[src/rtl/lfsr_pkg.sv]
// Shared types and default constants for the LFSR generator.
package lfsr_pkg;

    typedef enum logic [1:0] {
        IDLE    = 2'd0,
        RUN     = 2'd1,
        RECOVER = 2'd2
    } lfsr_state_e;

    localparam int                         LFSR_DEF_WIDTH = 6;
    localparam logic [LFSR_DEF_WIDTH-1:0]  LFSR_DEF_TAPS  = 6'b110000;
    localparam logic [LFSR_DEF_WIDTH-1:0]  LFSR_DEF_SEED  = 6'd1;

endpackage

[src/rtl/lfsr_gen_if.sv]
// Control and status bundle for lfsr_gen; master drives controls, slave is the generator.
interface lfsr_gen_if import lfsr_pkg::*; #(
    parameter int WIDTH = LFSR_DEF_WIDTH
);
    logic             start;
    logic             stop;
    logic             load;
    logic [WIDTH-1:0] seed_in;
    logic             clr_lock;
    logic [WIDTH-1:0] state_q;
    logic             bit_out;
    logic             running;
    logic             wrap;
    logic [WIDTH-1:0] period_q;
    logic             lockup;

    modport master (
        output start, stop, load, seed_in, clr_lock,
        input  state_q, bit_out, running, wrap, period_q, lockup
    );

    modport slave (
        input  start, stop, load, seed_in, clr_lock,
        output state_q, bit_out, running, wrap, period_q, lockup
    );
endinterface

[src/rtl/lfsr_next.sv]
// Combinational one-step LFSR advance, Fibonacci or Galois form; zero latency, no flow control.
module lfsr_next import lfsr_pkg::*; #(
    parameter int               WIDTH  = LFSR_DEF_WIDTH,
    parameter logic [WIDTH-1:0] TAPS   = WIDTH'(LFSR_DEF_TAPS),
    parameter bit               GALOIS = 1'b0
) (
    input  logic [WIDTH-1:0] cur_i,
    output logic [WIDTH-1:0] nxt_o
);

    generate
        if (GALOIS) begin : g_galois
            // MSB rotates into bit 0 and is XORed into every tapped position above it.
            assign nxt_o = {cur_i[WIDTH-2:0], cur_i[WIDTH-1]}
                         ^ ({TAPS[WIDTH-2:0], 1'b0} & {WIDTH{cur_i[WIDTH-1]}});
        end else begin : g_fib
            assign nxt_o = {cur_i[WIDTH-2:0], ^(cur_i & TAPS)};
        end
    endgenerate

endmodule

[src/rtl/lfsr_gen.sv]
// LFSR generator with run/stop FSM, period counter, wrap pulse and all-zero lockup recovery.
// One step per cycle in RUN; all outputs registered except bit_out/running decodes.
module lfsr_gen import lfsr_pkg::*; #(
    parameter int               WIDTH  = LFSR_DEF_WIDTH,
    parameter logic [WIDTH-1:0] TAPS   = WIDTH'(LFSR_DEF_TAPS),
    parameter logic [WIDTH-1:0] SEED   = WIDTH'(LFSR_DEF_SEED),
    parameter bit               GALOIS = 1'b0
) (
    input  logic      clk,
    input  logic      reset_n,
    lfsr_gen_if.slave bus
);

    lfsr_state_e      fsm_q;
    logic [WIDTH-1:0] lfsr_q, lfsr_d;
    logic [WIDTH-1:0] start_val_q, start_val_d;
    logic [WIDTH-1:0] cnt_q, cnt_d;
    logic [WIDTH-1:0] prd_q, prd_d;
    logic             wrap_q, wrap_d;
    logic             lockup_q;
    logic [WIDTH-1:0] step_val;
    logic [WIDTH-1:0] cnt_inc;
    logic             zero_evt;

    lfsr_next #(
        .WIDTH  (WIDTH),
        .TAPS   (TAPS),
        .GALOIS (GALOIS)
    ) u_next (
        .cur_i (lfsr_q),
        .nxt_o (step_val)
    );

    assign cnt_inc = (&cnt_q) ? cnt_q : cnt_q + WIDTH'(1);

    always_comb begin
        lfsr_d      = lfsr_q;
        start_val_d = start_val_q;
        cnt_d       = cnt_q;
        prd_d       = prd_q;
        wrap_d      = 1'b0;
        if (bus.load) begin
            lfsr_d      = bus.seed_in;
            start_val_d = bus.seed_in;
            cnt_d       = '0;
        end else if (fsm_q == RUN) begin
            lfsr_d = step_val;
            if (step_val == start_val_q) begin
                wrap_d = 1'b1;
                prd_d  = cnt_inc;
                cnt_d  = '0;
            end else begin
                cnt_d = cnt_inc;
            end
        end
        // Whatever produced an all-zero candidate, reseed instead of storing it.
        zero_evt = (lfsr_d == '0);
        if (zero_evt) begin
            lfsr_d      = SEED;
            start_val_d = SEED;
            cnt_d       = '0;
            wrap_d      = 1'b0;
        end
    end

    always_ff @(posedge clk or negedge reset_n) begin
        if (!reset_n) begin
            fsm_q       <= IDLE;
            lfsr_q      <= SEED;
            start_val_q <= SEED;
            cnt_q       <= '0;
            prd_q       <= '0;
            wrap_q      <= 1'b0;
            lockup_q    <= 1'b0;
        end else begin
            lfsr_q      <= lfsr_d;
            start_val_q <= start_val_d;
            cnt_q       <= cnt_d;
            prd_q       <= prd_d;
            wrap_q      <= wrap_d;
            if (zero_evt) begin
                fsm_q <= RECOVER;
            end else begin
                case (fsm_q)
                    IDLE:    if (bus.start && !bus.stop) fsm_q <= RUN;
                    RUN:     if (bus.stop) fsm_q <= IDLE;
                    RECOVER: fsm_q <= RUN;
                    default: fsm_q <= IDLE;
                endcase
            end
            if (zero_evt) begin
                lockup_q <= 1'b1;
            end else if (bus.clr_lock) begin
                lockup_q <= 1'b0;
            end
        end
    end

    assign bus.state_q  = lfsr_q;
    assign bus.bit_out  = lfsr_q[WIDTH-1];
    assign bus.running  = (fsm_q == RUN);
    assign bus.wrap     = wrap_q;
    assign bus.period_q = prd_q;
    assign bus.lockup   = lockup_q;

endmodule

[src/flat_wrapper.sv]
// flat-port wrapper written by rule: the top's interface ports become plain ports
module lfsr_gen_flat import lfsr_pkg::*;
#(
    parameter int               WIDTH  = LFSR_DEF_WIDTH,
    parameter logic [WIDTH-1:0] TAPS   = WIDTH'(LFSR_DEF_TAPS),
    parameter logic [WIDTH-1:0] SEED   = WIDTH'(LFSR_DEF_SEED),
    parameter bit               GALOIS = 1'b0
)
  (clk, reset_n, bus_start, bus_stop, bus_load, bus_seed_in, bus_clr_lock, bus_state_q, bus_bit_out, bus_running, bus_wrap, bus_period_q, bus_lockup);
  lfsr_gen_if #(.WIDTH(WIDTH)) bus_i ();
  input  logic clk;
  input  logic reset_n;
  input wire logic [$bits(bus_i.start)-1:0] bus_start;
  input wire logic [$bits(bus_i.stop)-1:0] bus_stop;
  input wire logic [$bits(bus_i.load)-1:0] bus_load;
  input wire logic [$bits(bus_i.seed_in)-1:0] bus_seed_in;
  input wire logic [$bits(bus_i.clr_lock)-1:0] bus_clr_lock;
  output wire logic [$bits(bus_i.state_q)-1:0] bus_state_q;
  output wire logic [$bits(bus_i.bit_out)-1:0] bus_bit_out;
  output wire logic [$bits(bus_i.running)-1:0] bus_running;
  output wire logic [$bits(bus_i.wrap)-1:0] bus_wrap;
  output wire logic [$bits(bus_i.period_q)-1:0] bus_period_q;
  output wire logic [$bits(bus_i.lockup)-1:0] bus_lockup;
  assign bus_i.start = bus_start;
  assign bus_i.stop = bus_stop;
  assign bus_i.load = bus_load;
  assign bus_i.seed_in = bus_seed_in;
  assign bus_i.clr_lock = bus_clr_lock;
  assign bus_state_q = bus_i.state_q;
  assign bus_bit_out = bus_i.bit_out;
  assign bus_running = bus_i.running;
  assign bus_wrap = bus_i.wrap;
  assign bus_period_q = bus_i.period_q;
  assign bus_lockup = bus_i.lockup;
  lfsr_gen #(.WIDTH(WIDTH), .TAPS(TAPS), .SEED(SEED), .GALOIS(GALOIS)) u_core (.clk(clk), .reset_n(reset_n), .bus(bus_i));
endmodule
[config.mk]
export PLATFORM = sky130hd
export DESIGN_NAME = lfsr_gen_flat
export DESIGN_NICKNAME = d
export VERILOG_FILES = /design/src/rtl/lfsr_pkg.sv /design/src/rtl/lfsr_gen_if.sv /design/src/rtl/lfsr_next.sv /design/src/rtl/lfsr_gen.sv /design/src/flat_wrapper.sv
export SDC_FILE = /design/constraint.sdc
export NUM_CORES = 1
export LEC_CHECK = 0
export CORE_MARGIN = 3
export CORE_UTILIZATION = 30
export CTS_BUF_LIST = sky130_fd_sc_hd__clkbuf_4
export DETAILED_ROUTE_END_ITERATION = 8
export DONT_BUFFER_PORTS = 1
export GPL_ROUTABILITY_DRIVEN = 0
export HOLD_SLACK_MARGIN = 0.02
export SYNTH_ARGS = -nofsm -noshare
export SYNTH_HDL_FRONTEND = slang
export SYNTH_SLANG_ARGS = --single-unit
[constraint.sdc]
create_clock -name clk -period 4.9 [get_ports clk]
set_input_delay 0.735 -clock clk [delete_from_list [all_inputs] [get_ports clk]]
set_output_delay 0.735 -clock clk [all_outputs]
set_load 0.01 [all_outputs]
==> run_results.csv, run 1 <==
group,metric,value,unit
clock_network,numCtsBuffers,3,
synth,netlist_area,0.00150,mm2
pwr,power_switching,0.150,mW
layout,drive_gt1_share,19.9,%
route,wl_per_cell,13.9,um
pwr,combPwrFrac,19.1,%
die,die_w,76.6,um
synth,ys.flop_type,"dfrtp_1",
layout,nets,150,
global_route,antenna_found_initial,0,
clock_network,clock_latency,0.32,ns
route,vias,1005,
die,rows,25,
synth,ys_warn_count,0,
clock_network,cts.sinks,28,
worst_setup_path,r2r_cells,6,
synth,async_flop_share,100,%
synth,mappedNetlistNets,151,
pwr,p_int,0.341,mW
worst_setup_path,cp_max_fo,17,
route,via_per_inst,4.95,
clock_network,cts_tree,"built",
worst_setup_path,startpoint,"u_core.fsm_q[1]$_DFFE_PN0P_",
worst_setup_path,end_kind,"flop",
placed_design,io_buffers,0,
timing,fmax,0.410,GHz
timing,slew_headroom,45.5,%
clock_network,postCtsSetupRepairBufs,0,
pwr,p_clk_share,21.0,%
route,wl,2820,um
clock_network,cts_root_buffer,"clkbuf_4",
timing,hold_viol_final,0,
layout,insertedDiodeCount,0,
die,io_pins,28,
clock_network,htreeDepth,1,
clock_network,clockBufferDepth,2,
layout,final_cell_mix,"26 x dfrtp_1, 10 x nand2_1, 10 x nor2_1, 7 x inv_1, 7 x mux2_2",
synth,yosys.area.top_type,"dfrtp_1",
worst_setup_path,path_class,"flop to flop",
timing,period_minus_slack,2.44,ns
pwr,p_per_area,315,mW/mm2
worst_setup_path,cp.required,5.08,ns
outcome,status,"finished clean",
pwr,p_leak,0.694,nW
die,dieArea,0.00587,mm2
synth,synth_edf_count,0,
pwr,swShare,30.5,%
timing,rsz0062_at_grt,"false",
synth,synthTopCellsByArea,"dfrtp_1 43%, mux2_2 5.3%, dfstp_2 3.5%, xor2_1 3.5%, or4bb_1 3.0%",
hold_path,hp-class,"primary input to async pin",
timing,final.period_utilization,49.8,%
clock_network,clk_pin_slew_worst_paths,0.15,ns
die,core,0.00479,mm2
pwr,peakVddDrop,0.161,mV
route,drc,0,
global_route,grt_pass1_vias,1042,
timing,clock_skew,0.00903,ns
placed_design,placed_cell_area,0.00153,mm2
route,drtPass1Iterations,4,
timing,tns,0,ns
timing,drv_slew,0,
placed_design,hpwl,2130,um
synth,ys_seq_elements,28,
global_route,grt_max_degree,29,
timing,max_slew.worst_pin.slew,0.815,ns
die,start_util,31.3,%
global_route,gr-usage-all-layers,10.3,%
worst_setup_path,r2r_start,"u_core.fsm_q[1]$_DFFE_PN0P_",
worst_setup_path,start_kind,"flop",
layout,syn_to_final_growth,4.01,%
synth,synth_cell_types,39,
route,antenna_left,0,
flow_run,maxCapViolations,0,
synth,syn_inst,138,
clock_network,ctsResizeCount,0,
synth,yosysSeqAreaShare,47.0,%
timing,finalSetupViolCount,0,
global_route,grt_pass1_wl,4840,um
clock_network,hold_buffers,0,
layout,final_common_cell,"dfrtp_1",
layout,final_cell_area,0.00156,mm2
synth,synth_top_area_share,43.5,%
die,die_h,76.6,um
route,drt-initial-drc-count,50,
worst_setup_path,arrival,2.63,ns
synth,avgSynthCellArea,10.8,um2
global_route,grt-ovfl-total,0,
pwr,seqPwrFrac,60.0,%
==> worst max-delay path: stages, from the launching register on <==
cell,delay [ns]
dfrtp_1,0.48
nand2b_4,0.22
clkinv_4,0.11
o311ai_1,0.11
or4_4,0.56
nor3_4,0.64
o21ai_0,0.19
==> worst paths after layout <==
kind	to	slack (ns)
max	u_core.start_val_q[4]$_DFFE_PN0P_	2.46
min reg2reg	u_core.start_val_q[1]$_DFFE_PN0P_	0.56
max reg2reg	u_core.start_val_q[4]$_DFFE_PN0P_	2.46
min in group clk	u_core.cnt_q[0]$_DFFE_PN0P_	0.46
min	u_core.bus.period_q[4]$_DFFE_PN0P_	0.08
max in group asynchronous	u_core.bus.state_q[0]$_DFF_PN1_	4.64
==> state kept, by name, summed over array words and instances, names as in the netlist <==
register / count
u_core.bus.state_q: 6
u_core.bus.lockup: 1
u_core.bus.wrap: 1
u_core.start_val_q: 6
u_core.cnt_q: 6
u_core.bus.period_q: 6
u_core.fsm_q: 2
==> kinds of logic after synthesis <==
group	share of synthesized area [%]
XOR/XNOR	6.27
AO/OA/AOI/OAI	12.8
flip-flops	47.0
multiplexers	5.94
adder cells (fa/ha/maj)	0.836
AND/OR/NAND/NOR	21.2
buffers and inverters	5.94
==> power by group through the flow <==
stage	logic, mW	clock network [mW]	registers (mW)
3_3_place_gp	0.0929	0	0.299
4_1_cts	0.0946	0.109	0.296
5_1_grt	0.105	0.117	0.300
3_5_place_dp	0.0940	0	0.300
2_1_floorplan	0.0919	0	0.288
6_report	0.0936	0.103	0.294
==> synthesized netlist by cell type (3+ instances only) <==
master    number
nand2b_1       6
a21oi_1        5
a21oi_2        3
o21ai_0        3
a32oi_1        5
o311ai_1       3
xor2_1         6
dfrtp_1       26
nand2_1       10
or4bb_1        4
nor2_1        10
mux2_2         7
inv_1          7
nor3_1         5
nand3_1        3
nor2_2         6
==> metrics by stage <==
| stage | utilization (%) | setup slack, ns | total power [mW] | hold slack, ns | cells |
|---|---|---|---|---|---|
| floorplan | - | 2.61 | 0.380 | 0.439 | 138 |
| CTS | 32.5 | 2.42 | 0.499 | 0.0635 | 203 |
| finish | 32.5 | 2.46 | 0.491 | 0.0755 | 203 |
| global placement | 31.9 | 2.45 | 0.392 | 0.440 | 199 |
| global route | 32.5 | 2.25 | 0.522 | 0.0378 | 203 |
| detailed placement | 31.9 | 2.40 | 0.394 | 0.440 | 199 |
==> routing by layer <==
metal | vias to the layer above | routed length, um | track usage [%]
met5 | - | 0 | 0
met4 | 0 | 20 | 2.17
met3 | 2 | 185 | 3.90
met2 | 25 | 1350 | 16.9
met1 | 486 | 1260 | 13.0
li1 | 492 | - | -
==> cell type report <==
cell class | count | area [um2]
inverters | 8 | 35.0
fillers | 484 | 3230
flip-flops and latches | 28 | 703
multi-input cells | 96 | 704
well taps | 67 | 83.8
clock buffers | 4 | 30.0
No activity file was read; power rests on OpenSTA's default activity.
==> run 2: changes to the inputs <==
--- a/config.mk
+++ b/config.mk
@@ -5,6 +5,7 @@
 export SDC_FILE = /design/constraint.sdc
 export NUM_CORES = 1
 export LEC_CHECK = 0
+export ABC_AREA = 1
 export CORE_MARGIN = 3
 export CORE_UTILIZATION = 30
 export CTS_BUF_LIST = sky130_fd_sc_hd__clkbuf_4
==> constraint.sdc (replaced) <==
create_clock -name clk -period 2.2 [get_ports clk]
set_input_delay 0.33 -clock clk [delete_from_list [all_inputs] [get_ports clk]]
set_output_delay 0.33 -clock clk [all_outputs]
set_load 0.01 [all_outputs]
==> run 2 against run 1 <==
Effect of this change:
- utilization grew 1.1 points
- non-clock buffer count grew 2
- sequential share of layout area shrank 2.0 points
- clock skew shrank 0.0063 ns
==> run_results.csv, run 2 <==
group,metric,value,unit
synth,avgSynthCellArea,8.29,um2
timing,fmax,0.590,GHz
synth,yosysSeqAreaShare,45.6,%
global_route,antenna_found_initial,0,
worst_setup_path,start_kind,"flop",
layout,insertedDiodeCount,0,
die,rows,25,
timing,tns,0,ns
timing,max_slew.worst_pin.slew,0.420,ns
timing,clock_skew,0.00273,ns
die,die_h,77.7,um
timing,hold_viol_final,0,
synth,async_flop_share,100,%
timing,rsz0062_at_grt,"false",
timing,slew_headroom,71.9,%
placed_design,placed_cell_area,0.00157,mm2
timing,drv_slew,0,
layout,final_common_cell,"nand2_1",
outcome,status,"finished clean",
clock_network,clockBufferDepth,2,
synth,ys_seq_elements,28,
pwr,peakVddDrop,0.207,mV
synth,synth_edf_count,0,
synth,mappedNetlistNets,199,
clock_network,cts.sinks,28,
synth,ys.flop_type,"dfrtp_1",
die,io_pins,28,
timing,period_minus_slack,1.69,ns
synth,synthTopCellsByArea,"dfrtp_1 42%, nand2_1 12%, nand3_1 9.7%, nand3_2 3.9%, dfstp_2 3.4%",
placed_design,io_buffers,0,
die,dieArea,0.00603,mm2
global_route,grt_max_degree,29,
placed_design,dp_cells,247,
layout,nets,200,
synth,synth.most_common_cell,"nand2_1",
worst_setup_path,path_class,"flop to flop",
route,wl_per_cell,12.4,um
pwr,p_leak,0.799,nW
die,die_w,77.7,um
clock_network,numCtsBuffers,3,
timing,finalSetupViolCount,0,
worst_setup_path,slowest_delay,0.63,ns
layout,drive_gt1_share,20.4,%
clock_network,ctsResizeCount,0,
clock_network,htreeDepth,1,
pwr,p_per_area,714,mW/mm2
global_route,grt_pass1_vias,1177,
worst_setup_path,arrival,1.94,ns
placed_design,hpwl,2260,um
worst_setup_path,cp_max_fo,12,
route,antenna_left,0,
timing,final.period_utilization,77.0,%
worst_setup_path,crit_path_top_delay_cell,"dfstp_2",
layout,fill_cells,518,
layout,final_cell_area,0.00163,mm2
layout,syn_to_final_growth,5.60,%
clock_network,clock_latency,0.34,ns
route,via_per_inst,4.67,
die,start_util,31.8,%
clock_network,clk_pin_slew_worst_paths,0.16,ns
global_route,grt_pass1_wl,5510,um
route,drt-initial-drc-count,66,
global_route,gr-usage-all-layers,11.2,%
synth,synth_common_cells,"48 x nand2_1, 30 x nand3_1, 26 x dfrtp_1",
synth,synth_cell_types,26,
die,core,0.00485,mm2
clock_network,cts_tree,"built",
route,vias,1182,
clock_network,cts_root_buffer,"clkbuf_4",
worst_setup_path,worstPathCellList,"inv_1 > nand2_1 > nand2_1 > nor2_1 > nand2_1 > nor2_4 > nand2_2 > nand2_1 > o21ai_2",
synth,syn_inst,186,
synth,netlist_area,0.00154,mm2
route,wl,3140,um
synth,yosys.area.top_type,"dfrtp_1",
worst_setup_path,crit_top_cell,"nand2_1",
worst_setup_path,cp.required,2.44,ns
route,drtPass1Iterations,4,
layout,final_cell_mix,"48 x nand2_1, 30 x nand3_1, 26 x dfrtp_1, 14 x nor2_1, 11 x inv_1",
layout,fin_cells,253,
route,drc,0,
hold_path,hp-class,"primary input to flop",
worst_setup_path,end_kind,"flop",
flow_run,maxCapViolations,0,
synth,synth_top_area_share,42.2,%
clock_network,postCtsSetupRepairBufs,0,
synth,ys_warn_count,0,
pwr,finalPower,1.16,mW
global_route,grt-ovfl-total,0,
## run 2: path summary, 6_finish.rpt
path	startpoint	slack, ns	cells after the start	to
worst min-delay path	bus_load	0.05	1	u_core.start_val_q[0]$_DFFE_PN1P_
min in group asynchronous	reset_n	0.39	2	u_core.bus.period_q[5]$_DFFE_PN0P_
max in group asynchronous	reset_n	1.58	2	u_core.bus.state_q[0]$_DFF_PN1_
worst min register to register	u_core.start_val_q[0]$_DFFE_PN1P_	0.52	2	u_core.start_val_q[0]$_DFFE_PN1P_
worst max-delay path	u_core.bus.state_q[0]$_DFF_PN1_	0.51	9	u_core.bus.period_q[4]$_DFFE_PN0P_
worst max register to register	u_core.bus.state_q[0]$_DFF_PN1_	0.51	9	u_core.bus.period_q[4]$_DFFE_PN0P_
## run 2: final cells by class
type                    count  area, um2  area share (%)
multi-input cells         131        706            43.4
clock inverters             1       3.75           0.231
well taps                  67       83.8            5.15
repair buffers              2       30.0            1.84
flip-flops and latches     28        703            43.2
inverters                  21       78.8            4.84
clock buffers               3       22.5            1.38
## run 2: through the flow
stage	hold slack [ns]	worst slack (ns)	utilization, %
3_3_place_gp	0.0350	0.501	32.4
6_report	0.0543	0.506	33.6
5_1_grt	0.0209	0.278	33.6
3_5_place_dp	0.0349	0.519	32.4
4_1_cts	0.0433	0.491	33.6
2_1_floorplan	0.0344	0.718	-
## run 2: cells by family (layout without fill, tap and decap cells)
| group | after synthesis | after routing | synth area share [%] |
|---|---|---|---|
| adders and majority gates | 1 | 1 | 0.812 |
| AOI/OAI and AO/OA | 15 | 15 | 6.49 |
| and+or+nand+nor | 110 | 110 | 35.6 |
| xor gates and xnor gates | 5 | 5 | 2.84 |
| buffers and inverters | 27 | 27 | 8.60 |
| DFF | 28 | 28 | 45.6 |
## run 2: per-layer routing
layer / track usage, % / part of all wire, % / up-vias
li1: - / - / 598
met1: 13.7 / 45 / 550
met2: 18.6 / 48 / 26
met3: 1.86 / 4.3 / 8
met4: 6.05 / 3.0 / 0
met5: 0 / 0 / -
## run 2: worst max-delay path, delay by kind of cell (launching register included)
| kind | cells | cell delay, ns |
|---|---|---|
| AOI/OAI and AO/OA | 1 | 0.06 |
| buffers and inverters | 1 | 0.05 |
| and+or+nand+nor | 7 | 0.86 |
| DFF | 1 | 0.63 |
## run 2: where the power goes
| group | switching [mW] | internal, mW |
|---|---|---|
| sequential | 0.0842 | 0.576 |
| clock | 0.163 | 0.0669 |
| combinational | 0.173 | 0.0994 |
## run 2: what timing repair did
item,in CTS,in global routing
hold buffers,2,0
endpoints found under the hold margin,28,0
setup endpoints to repair,0,0
